### config.mk
export PLATFORM = sky130hd
export DESIGN_NAME = font_rom_arbiter
export DESIGN_NICKNAME = d
export VERILOG_FILES = /design/src/rtl/font_rom_arbiter.sv
export SDC_FILE = /design/constraint.sdc
export NUM_CORES = 1
export LEC_CHECK = 0
export BUFFER_PORTS_ARGS = -buffer_cell sky130_fd_sc_hd__buf_2
export CORE_ASPECT_RATIO = 1.25
export CORE_MARGIN = 2
export CORE_UTILIZATION = 43
export DETAILED_ROUTE_END_ITERATION = 6
export HOLD_SLACK_MARGIN = 0.15
export PLACE_DENSITY = 0.83
export SETUP_SLACK_MARGIN = 0.3
export SYNTH_ARGS = -nofsm -noshare
export SYNTH_HDL_FRONTEND = slang
export SYNTH_SLANG_ARGS = --single-unit
### constraint.sdc
create_clock -name clk -period 1.8 [get_ports clk]
set_input_delay 0.09 -clock clk [delete_from_list [all_inputs] [get_ports clk]]
set_output_delay 0.09 -clock clk [all_outputs]
set_load 0.02 [all_outputs]
### src/rtl/font_rom_arbiter.sv
// Round-robin arbiter granting three character blocks 32-byte glyph bursts
// from one of two synchronous font ROMs, selected by the requester's num.
module font_rom_arbiter (
    input  logic       clk,
    input  logic       rstn,
    input  logic       req_0,
    input  logic       req_1,
    input  logic       req_2,
    input  logic [3:0] num_0,
    input  logic [3:0] num_1,
    input  logic [3:0] num_2,
    output logic       gnt_0,
    output logic       gnt_1,
    output logic       gnt_2,
    output logic [7:0] data_0,
    output logic [7:0] data_1,
    output logic [7:0] data_2,
    output logic       dvld_0,
    output logic       dvld_1,
    output logic       dvld_2,
    output logic       done_0,
    output logic       done_1,
    output logic       done_2,
    output logic       busy,
    output logic [4:0] rom_2_addr,
    output logic [4:0] rom_3_addr,
    output logic       rom_2_en,
    output logic       rom_3_en,
    input  logic [7:0] rom_2_data,
    input  logic [7:0] rom_3_data
);

    typedef enum logic [1:0] {
        IDLE  = 2'd0,
        BURST = 2'd1,
        DRAIN = 2'd2
    } state_t;

    state_t     state_q, state_d;
    logic [4:0] cnt_q, cnt_d;
    logic [1:0] owner_q, owner_d;
    logic [3:0] num_q, num_d;

    logic [2:0] req_s;
    logic [1:0] pick_s;
    logic [3:0] num_pick_s;
    logic [2:0] owner_oh_s;
    logic [2:0] gnt_s;
    logic [2:0] dvld_s;
    logic [2:0] done_s;
    logic [7:0] data_sel_s;

    // Scan from the index after the last owner; owner_q doubles as that pointer.
    function automatic logic [1:0] rr_pick(input logic [2:0] req, input logic [1:0] last);
        logic [1:0] idx;
        logic       found;
        rr_pick = 2'd0;
        found   = 1'b0;
        idx     = last;
        for (int k = 0; k < 3; k++) begin
            idx = (idx >= 2'd2) ? 2'd0 : idx + 2'd1;
            if (req[idx] && !found) begin
                rr_pick = idx;
                found   = 1'b1;
            end else begin
                found = found;
            end
        end
    endfunction

    assign req_s  = {req_2, req_1, req_0};
    assign pick_s = rr_pick(req_s, owner_q);

    // Select the num of the requester that would win arbitration now.
    always_comb begin
        num_pick_s = 4'd0;
        case (pick_s)
            2'd0:    num_pick_s = num_0;
            2'd1:    num_pick_s = num_1;
            2'd2:    num_pick_s = num_2;
            default: num_pick_s = 4'd0;
        endcase
    end

    // State register with synchronous active-low reset.
    always_ff @(posedge clk) begin
        if (!rstn) begin
            state_q <= IDLE;
            cnt_q   <= 5'd0;
            owner_q <= 2'd2;
            num_q   <= 4'd0;
        end else begin
            state_q <= state_d;
            cnt_q   <= cnt_d;
            owner_q <= owner_d;
            num_q   <= num_d;
        end
    end

    // Next-state logic: requests are only looked at in IDLE.
    always_comb begin
        state_d = state_q;
        cnt_d   = cnt_q;
        owner_d = owner_q;
        num_d   = num_q;
        case (state_q)
            IDLE: begin
                if (|req_s) begin
                    owner_d = pick_s;
                    num_d   = num_pick_s;
                    cnt_d   = 5'd0;
                    state_d = BURST;
                end else begin
                    state_d = IDLE;
                end
            end
            BURST: begin
                cnt_d = cnt_q + 5'd1;
                if (cnt_q == 5'd31) begin
                    state_d = DRAIN;
                end else begin
                    state_d = BURST;
                end
            end
            DRAIN: begin
                cnt_d   = 5'd0;
                state_d = IDLE;
            end
            default: begin
                cnt_d   = 5'd0;
                state_d = IDLE;
            end
        endcase
    end

    // Output decode; ROM data arrives one cycle after its address.
    always_comb begin
        owner_oh_s = 3'b000;
        gnt_s      = 3'b000;
        dvld_s     = 3'b000;
        done_s     = 3'b000;
        busy       = 1'b0;
        rom_2_addr = 5'd0;
        rom_3_addr = 5'd0;
        rom_2_en   = 1'b0;
        rom_3_en   = 1'b0;
        data_sel_s = 8'd0;
        case (owner_q)
            2'd0:    owner_oh_s = 3'b001;
            2'd1:    owner_oh_s = 3'b010;
            2'd2:    owner_oh_s = 3'b100;
            default: owner_oh_s = 3'b000;
        endcase
        case (num_q)
            4'd2:    data_sel_s = rom_2_data;
            4'd3:    data_sel_s = rom_3_data;
            default: data_sel_s = 8'd0;
        endcase
        case (state_q)
            BURST: begin
                busy = 1'b1;
                if (cnt_q == 5'd0) begin
                    gnt_s = owner_oh_s;
                end else begin
                    dvld_s = owner_oh_s;
                end
                if (num_q == 4'd2) begin
                    rom_2_addr = cnt_q;
                    rom_2_en   = 1'b1;
                end else if (num_q == 4'd3) begin
                    rom_3_addr = cnt_q;
                    rom_3_en   = 1'b1;
                end else begin
                    rom_2_en = 1'b0;
                end
            end
            DRAIN: begin
                busy   = 1'b1;
                dvld_s = owner_oh_s;
                done_s = owner_oh_s;
            end
            default: begin
                busy = 1'b0;
            end
        endcase
    end

    assign gnt_0  = gnt_s[0];
    assign gnt_1  = gnt_s[1];
    assign gnt_2  = gnt_s[2];
    assign dvld_0 = dvld_s[0];
    assign dvld_1 = dvld_s[1];
    assign dvld_2 = dvld_s[2];
    assign done_0 = done_s[0];
    assign done_1 = done_s[1];
    assign done_2 = done_s[2];
    assign data_0 = dvld_s[0] ? data_sel_s : 8'd0;
    assign data_1 = dvld_s[1] ? data_sel_s : 8'd0;
    assign data_2 = dvld_s[2] ? data_sel_s : 8'd0;

endmodule

==> out/metrics.yaml, run 1 <==
grt:
  overflow: 0
  antenna_found_initial: 0
  grt_pass1_vias: 1638
  grt_pass1_wl_um: 7480
  grt_max_degree: 15
  track_usage_pct: 28.5
power_and_ir_drop:
  ir_worst_vdd_mv: 0.598
  power_per_cell_area_nw_per_um2: 376
  finalPower_mw: 0.944
  power_leakage_nw: 1.10
logic_synthesis:
  synth_cells: 162
  synth_seq_area_share_pct: 20.6
  ys_top_cells_by_area: "dfxtp_1, nor2_1, mux2_2, ha_1, nand2_1"
  syn-cell-area_um2: 1260
  synth_edf_count: 0
  ys.flop_type: "dfxtp_1"
  synth-seq-cells: 13
  synth_cell_types: 42
  yosys_warnings: 0
  avgSynthCellArea_um2: 7.79
  netlist.area_leader.share_pct: 20.6
  async_flop_share_pct: 0
  synth_top_cell_by_area: "dfxtp_1"
  synth_nets: 201
drt:
  route.vias.total: 1741
  dr.pass1.iters: 4
  ant_nets: 0
  drc_errors: 0
  via_per_inst: 5.75
  wirelength_um: 5830
  drt_iter0_drc: 70
  wl_per_cell_um: 19.2
die:
  initial_core_util_pct: 46.2
  die_h_um: 64.6
  dieArea_um2: 3390
  num_rows: 21
  coreArea_um2: 2730
  dieWidth_um: 52.4
  ioPinCount: 79
finish:
  syn2layout_area_growth_pct: 99.3
  stdcell_area_um2: 2510
  drive_gt1_share_pct: 67.7
  fin_cells: 303
  final_core_util_pct: 92.0
  nNetsFinal: 309
  num_antenna_cells: 0
setup_path:
  cp.required_ns: 1.71
  crit_path_start_kind: "flop"
  arrival_ns: 1.85
  endpoint_kind: "output port"
  crit_type: "flop to output port"
  worstPathMaxFanout: 5
timing:
  setup_violations: 19
  worst_pin_slew_ns: 0.370
  slew_viol_final: 0
  rsz0062_at_grt: "true"
  finalHoldViolCount: 0
  period_share_pct: 108
  finalHoldWorstSlack_ns: 0.153
  finClkSkew_ns: 0.0112
  relSlewSlack_pct: 75.2
  fmax_mhz: 517
  setup_slack_ns: -0.136
  fin_crit_ns: 1.94
clocking:
  cts_tree: "done"
  cts_max_level: 1
  cts_made_buffers: 3
  cts-root-buf: "clkbuf_4"
  cts.sinks: 13
  clkSlewWorstSetupHoldPaths_ns: 0.09
  cts_buffer_depth: 2
  insertion_delay_ns: 0.28
min_path:
  worstHoldPathType: "primary input to flop"
placement:
  place.detailed.hpwl_um: 2870
  placed_cell_area_um2: 1830
  io_buffers: 78
  dp_cells: 272
  gp_congestion: 0.824
outcome:
  status: "finished, violations left"
  violations: "negative setup slack"
run:
  maxCapViolations: 0
-- synth_stat cells (5+ instances only) --
| master | count |
|---|---|
| and2_1 | 6 |
| a32oi_1 | 5 |
| nor2_1 | 30 |
| nand2_1 | 17 |
| inv_1 | 9 |
| nor3_1 | 5 |
| dfxtp_1 | 13 |
| ha_1 | 6 |
| o21ai_0 | 7 |
| nand3_1 | 8 |
| mux2_2 | 8 |
-- final cells by class --
type | count | area [um^2]
Multi-Input combinational cell | 132 | 1190
Timing Repair Buffer | 111 | 938
Sequential cell | 13 | 270
Fill cell | 94 | 219
Tap cell | 34 | 42.5
Inverter | 9 | 41.3
Clock buffer | 4 | 26.3
-- placed cells by master (no fill, tap or decap), types with 4 or more instances in the layout --
master         netlist  layout
nor2_4               1      20
buf_6                4      34
nand3_1              8       8
mux2_2               8       8
nor2_2               0       5
ha_4                 0       4
a32oi_1              5       5
and2_4               0       6
buf_2                1      39
dfxtp_1             13       7
a31oi_1              4       4
o21ai_0              7       7
dlygate4sd3_1        0       8
buf_4                3      26
nand2_1             17      16
dfxtp_2              0       5
inv_2                0       6
nor2_1              30       6
-- final timing paths --
kind / from / to / slack [ns] / cells after the start
max: cnt_q[0]$_SDFFE_PN0P_ / data_0[3] / -0.14 / 8
min: num_0[0] / num_q[0]$_SDFFE_PN0P_ / 0.15 / 3
max reg2reg: state_q[1]$_SDFF_PN0_ / cnt_q[3]$_SDFFE_PN0P_ / 0.28 / 9
min reg2reg: num_q[1]$_SDFFE_PN0P_ / num_q[1]$_SDFFE_PN0P_ / 0.55 / 2
-- worst max-delay path, stage by stage, from the launching register on --
cell	delay [ns]
dfxtp_4	0.37
inv_4	0.04
ha_4	0.14
nor4b_4	0.13
o21ai_4	0.20
buf_4	0.18
nand3_4	0.14
nor2_1	0.20
buf_4	0.19
-- layer usage --
metal	vias to the layer above	track usage [%]	wire [um]
li1	784	-	-
met1	802	28.6	1960
met2	125	55.3	3020
met3	30	5.30	515
met4	0	10.6	333
met5	-	0	0
-- stage by stage --
| step | setup WS [ns] | setup TNS [ns] |
|---|---|---|
| floorplan | 0.204 | 0 |
| global placement | 0.0965 | 0 |
| detailed placement | 0.0528 | 0 |
| CTS | -0.0270 | -0.199 |
| global route | -0.187 | -2.39 |
| finish | -0.136 | -0.704 |
-- cell families (layout without fill, tap and decap cells) --
group	after synthesis	in the layout	share of synthesized area [%]
buffers and inverters	18	124	8.73
multiplexers	8	8	7.14
AND/OR/NAND/NOR	88	89	40.1
AO/OA/AOI/OAI	29	29	17.5
flip-flops	13	13	20.6
adder cells (fa/ha/maj)	6	6	5.95
-- repair_timing --
item                                    4_1_cts  5_1_grt
resized for setup                            89       32
pin swaps                                     7       10
buffers inserted                             10        7
endpoints found under the setup margin       42       44
endpoints found under the hold margin         6        0
cloned                                        2        0
hold buffers                                  8        0
-- sequential cells by signal, indices dropped and copies added (netlist names) --
register / cells
cnt_q: 5
num_q: 4
owner_q: 2
state_q: 2
-- report_power, final --
part           switching [mW]  total [mW]  internal [mW]  leakage (nW)
Sequential             0.0322       0.340          0.308         0.109
Clock                  0.0962       0.182         0.0859        0.0150
Combinational           0.223       0.422          0.199         0.973
No activity file was read; power rests on OpenSTA's default activity.
==> inputs of run 2 (changes only) <==
--- a/config.mk
+++ b/config.mk
@@ -13,6 +13,7 @@
 export HOLD_SLACK_MARGIN = 0.15
 export PLACE_DENSITY = 0.83
 export SETUP_SLACK_MARGIN = 0.3
+export SLEW_MARGIN = 30
 export SYNTH_ARGS = -nofsm -noshare
 export SYNTH_HDL_FRONTEND = slang
 export SYNTH_SLANG_ARGS = --single-unit
==> constraint.sdc (replaced) <==
create_clock -name clk -period 1.8 [get_ports clk]
set_input_delay 0.18 -clock clk [delete_from_list [all_inputs] [get_ports clk]]
set_output_delay 0.18 -clock clk [all_outputs]
set_load 0.02 [all_outputs]
==> run 2 against run 1 <==
Compared with the run above:
- the flow still finishes with violations (negative setup slack)
- worst hold slack better by 0.026 ns
- worst setup slack got worse by 0.049 ns
- final cell count shrank 4.3%
- global-route usage fell by 2.3 points
- non-clock buffer count is 13 lower
- utilization shrank 3.1 points
- sequential power increased by 2%
- maximum frequency fell by 2.5%
- largest power group unchanged
- register-to-register slack better by 0.08 ns
- routed wire length down 9.8%
==> out/metrics.yaml, run 2 (synthesis results as in run 1) <==
die:
  coreArea_um2: 2730  # unchanged
  initial_core_util_pct: 46.2  # unchanged
  dieArea_um2: 3390  # unchanged
  ioPinCount: 79  # unchanged
  dieWidth_um: 52.4  # unchanged
  die_h_um: 64.6  # unchanged
  num_rows: 21  # unchanged
timing:
  finalHoldWorstSlack_ns: 0.179  # +0.0263 ns
  finClkSkew_ns: 0.00772  # -0.00348 ns
  fin_crit_ns: 1.98  # +0.0490 ns
  slew_viol_final: 0  # unchanged
  fin_tns_setup_ns: -4.23  # -3.53 ns
  fmax_mhz: 504  # -2.5%
  setup_violations: 29  # +10
  finalHoldViolCount: 0  # unchanged
  worst_pin_slew_ns: 0.385  # +0.0154 ns
  period_share_pct: 110  # +2.7 points
  rsz0062_at_grt: "true"
  relSlewSlack_pct: 74.2  # -1.0 points
  setup_slack_ns: -0.185  # -0.0490 ns
drt:
  route.vias.total: 1620  # -7.0%
  drt_iter0_drc: 26  # -63%
  dr.pass1.iters: 4  # unchanged
  ant_nets: 0  # unchanged
  wl_per_cell_um: 18.1  # -5.7%
  wirelength_um: 5260  # -9.8%
  drc_errors: 0  # unchanged
  via_per_inst: 5.59  # -2.8%
finish:
  seqCellArea_um2: 277  # +2.3%
  fillerInstances: 116  # +23%
  stdcell_area_um2: 2430  # -3.4%
  num_antenna_cells: 0  # unchanged
  final_common_cell: "buf_6"
  final_core_util_pct: 88.9  # -3.1 points
  largest_register: "cnt_q"
  nNetsFinal: 296  # -4.2%
  drive_gt1_share_pct: 70.3  # +2.7 points
  syn2layout_area_growth_pct: 92.6
  largest_reg_flops: 5  # unchanged
  top_regs: "cnt_q (5), num_q (4)"
  multiInputGateArea_um2: 1220  # +2.0%
  mostFrequentLayoutCells: "buf_6, buf_2, buf_4, nor2_4, nand2_1"
clocking:
  cts_max_level: 1  # unchanged
  insertion_delay_ns: 0.28  # about the same
  cts_made_buffers: 3  # unchanged
  cts_buffer_depth: 2  # unchanged
  ctsHoldBuffers: 0  # -8
  cts.sinks: 13  # unchanged
  cts_tree: "done"
  cts-root-buf: "clkbuf_4"
  clkSlewWorstSetupHoldPaths_ns: 0.09  # about the same
power_and_ir_drop:
  p_clk_share_pct: 20.0  # +0.7 points
  switchingPower_mw: 0.346  # -1.5%
  ir_worst_vdd_mv: 0.435  # -27%
  power_leakage_nw: 1.03  # -5.8%
  intPower_mw: 0.572  # -3.4%
  power_per_cell_area_nw_per_um2: 378  # +0.69%
  pwr-share-comb_pct: 42.3  # -2.4 points
  p_sw_share_pct: 37.7  # +0.46 points
  power_frac_seq_pct: 37.7  # +1.7 points
placement:
  gp_congestion: 0.814  # -1.2%
  place.detailed.hpwl_um: 2780  # -3.2%
  place_ws_ns: 0.00672  # -0.0461 ns
  io_buffers: 78  # unchanged
  placed_cell_area_um2: 1870  # +2.1%
grt:
  use_met2_pct: 53.3  # -2.0 points
  grt_pass1_wl_um: 6780  # -9.4%
  antenna_found_initial: 0  # unchanged
  track_usage_pct: 26.2  # -2.3 points
  use_met1_pct: 25.1  # -3.4 points
  globalRouteMet3Util_pct: 3.46  # -1.8 points
  overflow: 0  # unchanged
  grt_pass1_vias: 1502  # -8.3%
  gr-max-usage-layer: "met2"
  grt_max_degree: 15  # unchanged
setup_path:
  worstPathMaxFanout: 6  # +1
  endpoint_kind: "output port"
  crit_type: "flop to output port"
  arrival_ns: 1.80  # -0.05 ns
  cp.required_ns: 1.62  # -0.09 ns
  crit_path_start_kind: "flop"
outcome:
  status: "finished, violations left"
  violations: "negative setup slack"
min_path:
  worstHoldPathType: "primary input to flop"
run:
  maxCapViolations: 0  # unchanged
run 2: changes by cell type in the layout (fill, tap and decap cells not counted), sizes merged:
cell,delta
dlygate4sd3,-8
buf,-4
clkbuf,-1
clkinv,-1
inv,+1
run 2: final timing paths:
check,start,endpoint,slack [ns],cells after the start
setup / recovery,cnt_q[1]$_SDFFE_PN0P_,data_1[5],-0.18,8
hold / removal,num_1[3],num_q[3]$_SDFFE_PN0P_,0.18,3
setup reg to reg,cnt_q[0]$_SDFFE_PN0P_,cnt_q[4]$_SDFFE_PN0P_,0.36,6
hold reg to reg,num_q[1]$_SDFFE_PN0P_,num_q[1]$_SDFFE_PN0P_,0.57,2
run 2: metal layers:
layer / up-vias / routed length (um)
li1: 760 / -
met1: 751 / 1800
met2: 89 / 2880
met3: 20 / 390
met4: 0 / 192
met5: - / 0
run 2: critical path, cell delays in order (launching register included):
cell      delay (ns)
dfxtp_2         0.35
inv_2           0.05
ha_4            0.16
nor4b_4         0.14
o21ai_4         0.25
nand4b_4        0.16
buf_12          0.18
nor2_4          0.10
buf_6           0.12
run 2: cell type report:
type | instances | area share [%]
Timing Repair Buffer | 98 | 34.1
Sequential cell | 13 | 11.4
Tap cell | 34 | 1.75
Inverter | 9 | 1.49
Multi-Input combinational cell | 132 | 50.2
Clock buffer | 4 | 1.08
run 2: power by group through the flow:
stage / combinational [mW] / sequential (mW) / clock (mW)
6_report: 0.389 / 0.347 / 0.183
5_1_grt: 0.413 / 0.349 / 0.194
4_1_cts: 0.340 / 0.343 / 0.183
3_5_place_dp: 0.286 / 0.348 / 0
3_3_place_gp: 0.282 / 0.346 / 0
2_1_floorplan: 0.235 / 0.330 / 0
run 2: stage by stage:
step	power (mW)	std cells
2_1_floorplan	0.564	162
3_3_place_gp	0.628	270
3_5_place_dp	0.633	270
4_1_cts	0.866	285
5_1_grt	0.956	290
6_report	0.919	290
run 2: what timing repair did:
action,in CTS,in global routing
pin swaps,10,4
gates cloned,0,1
gates resized for setup,97,22
endpoints found under the setup margin,45,49
buffers inserted,11,4
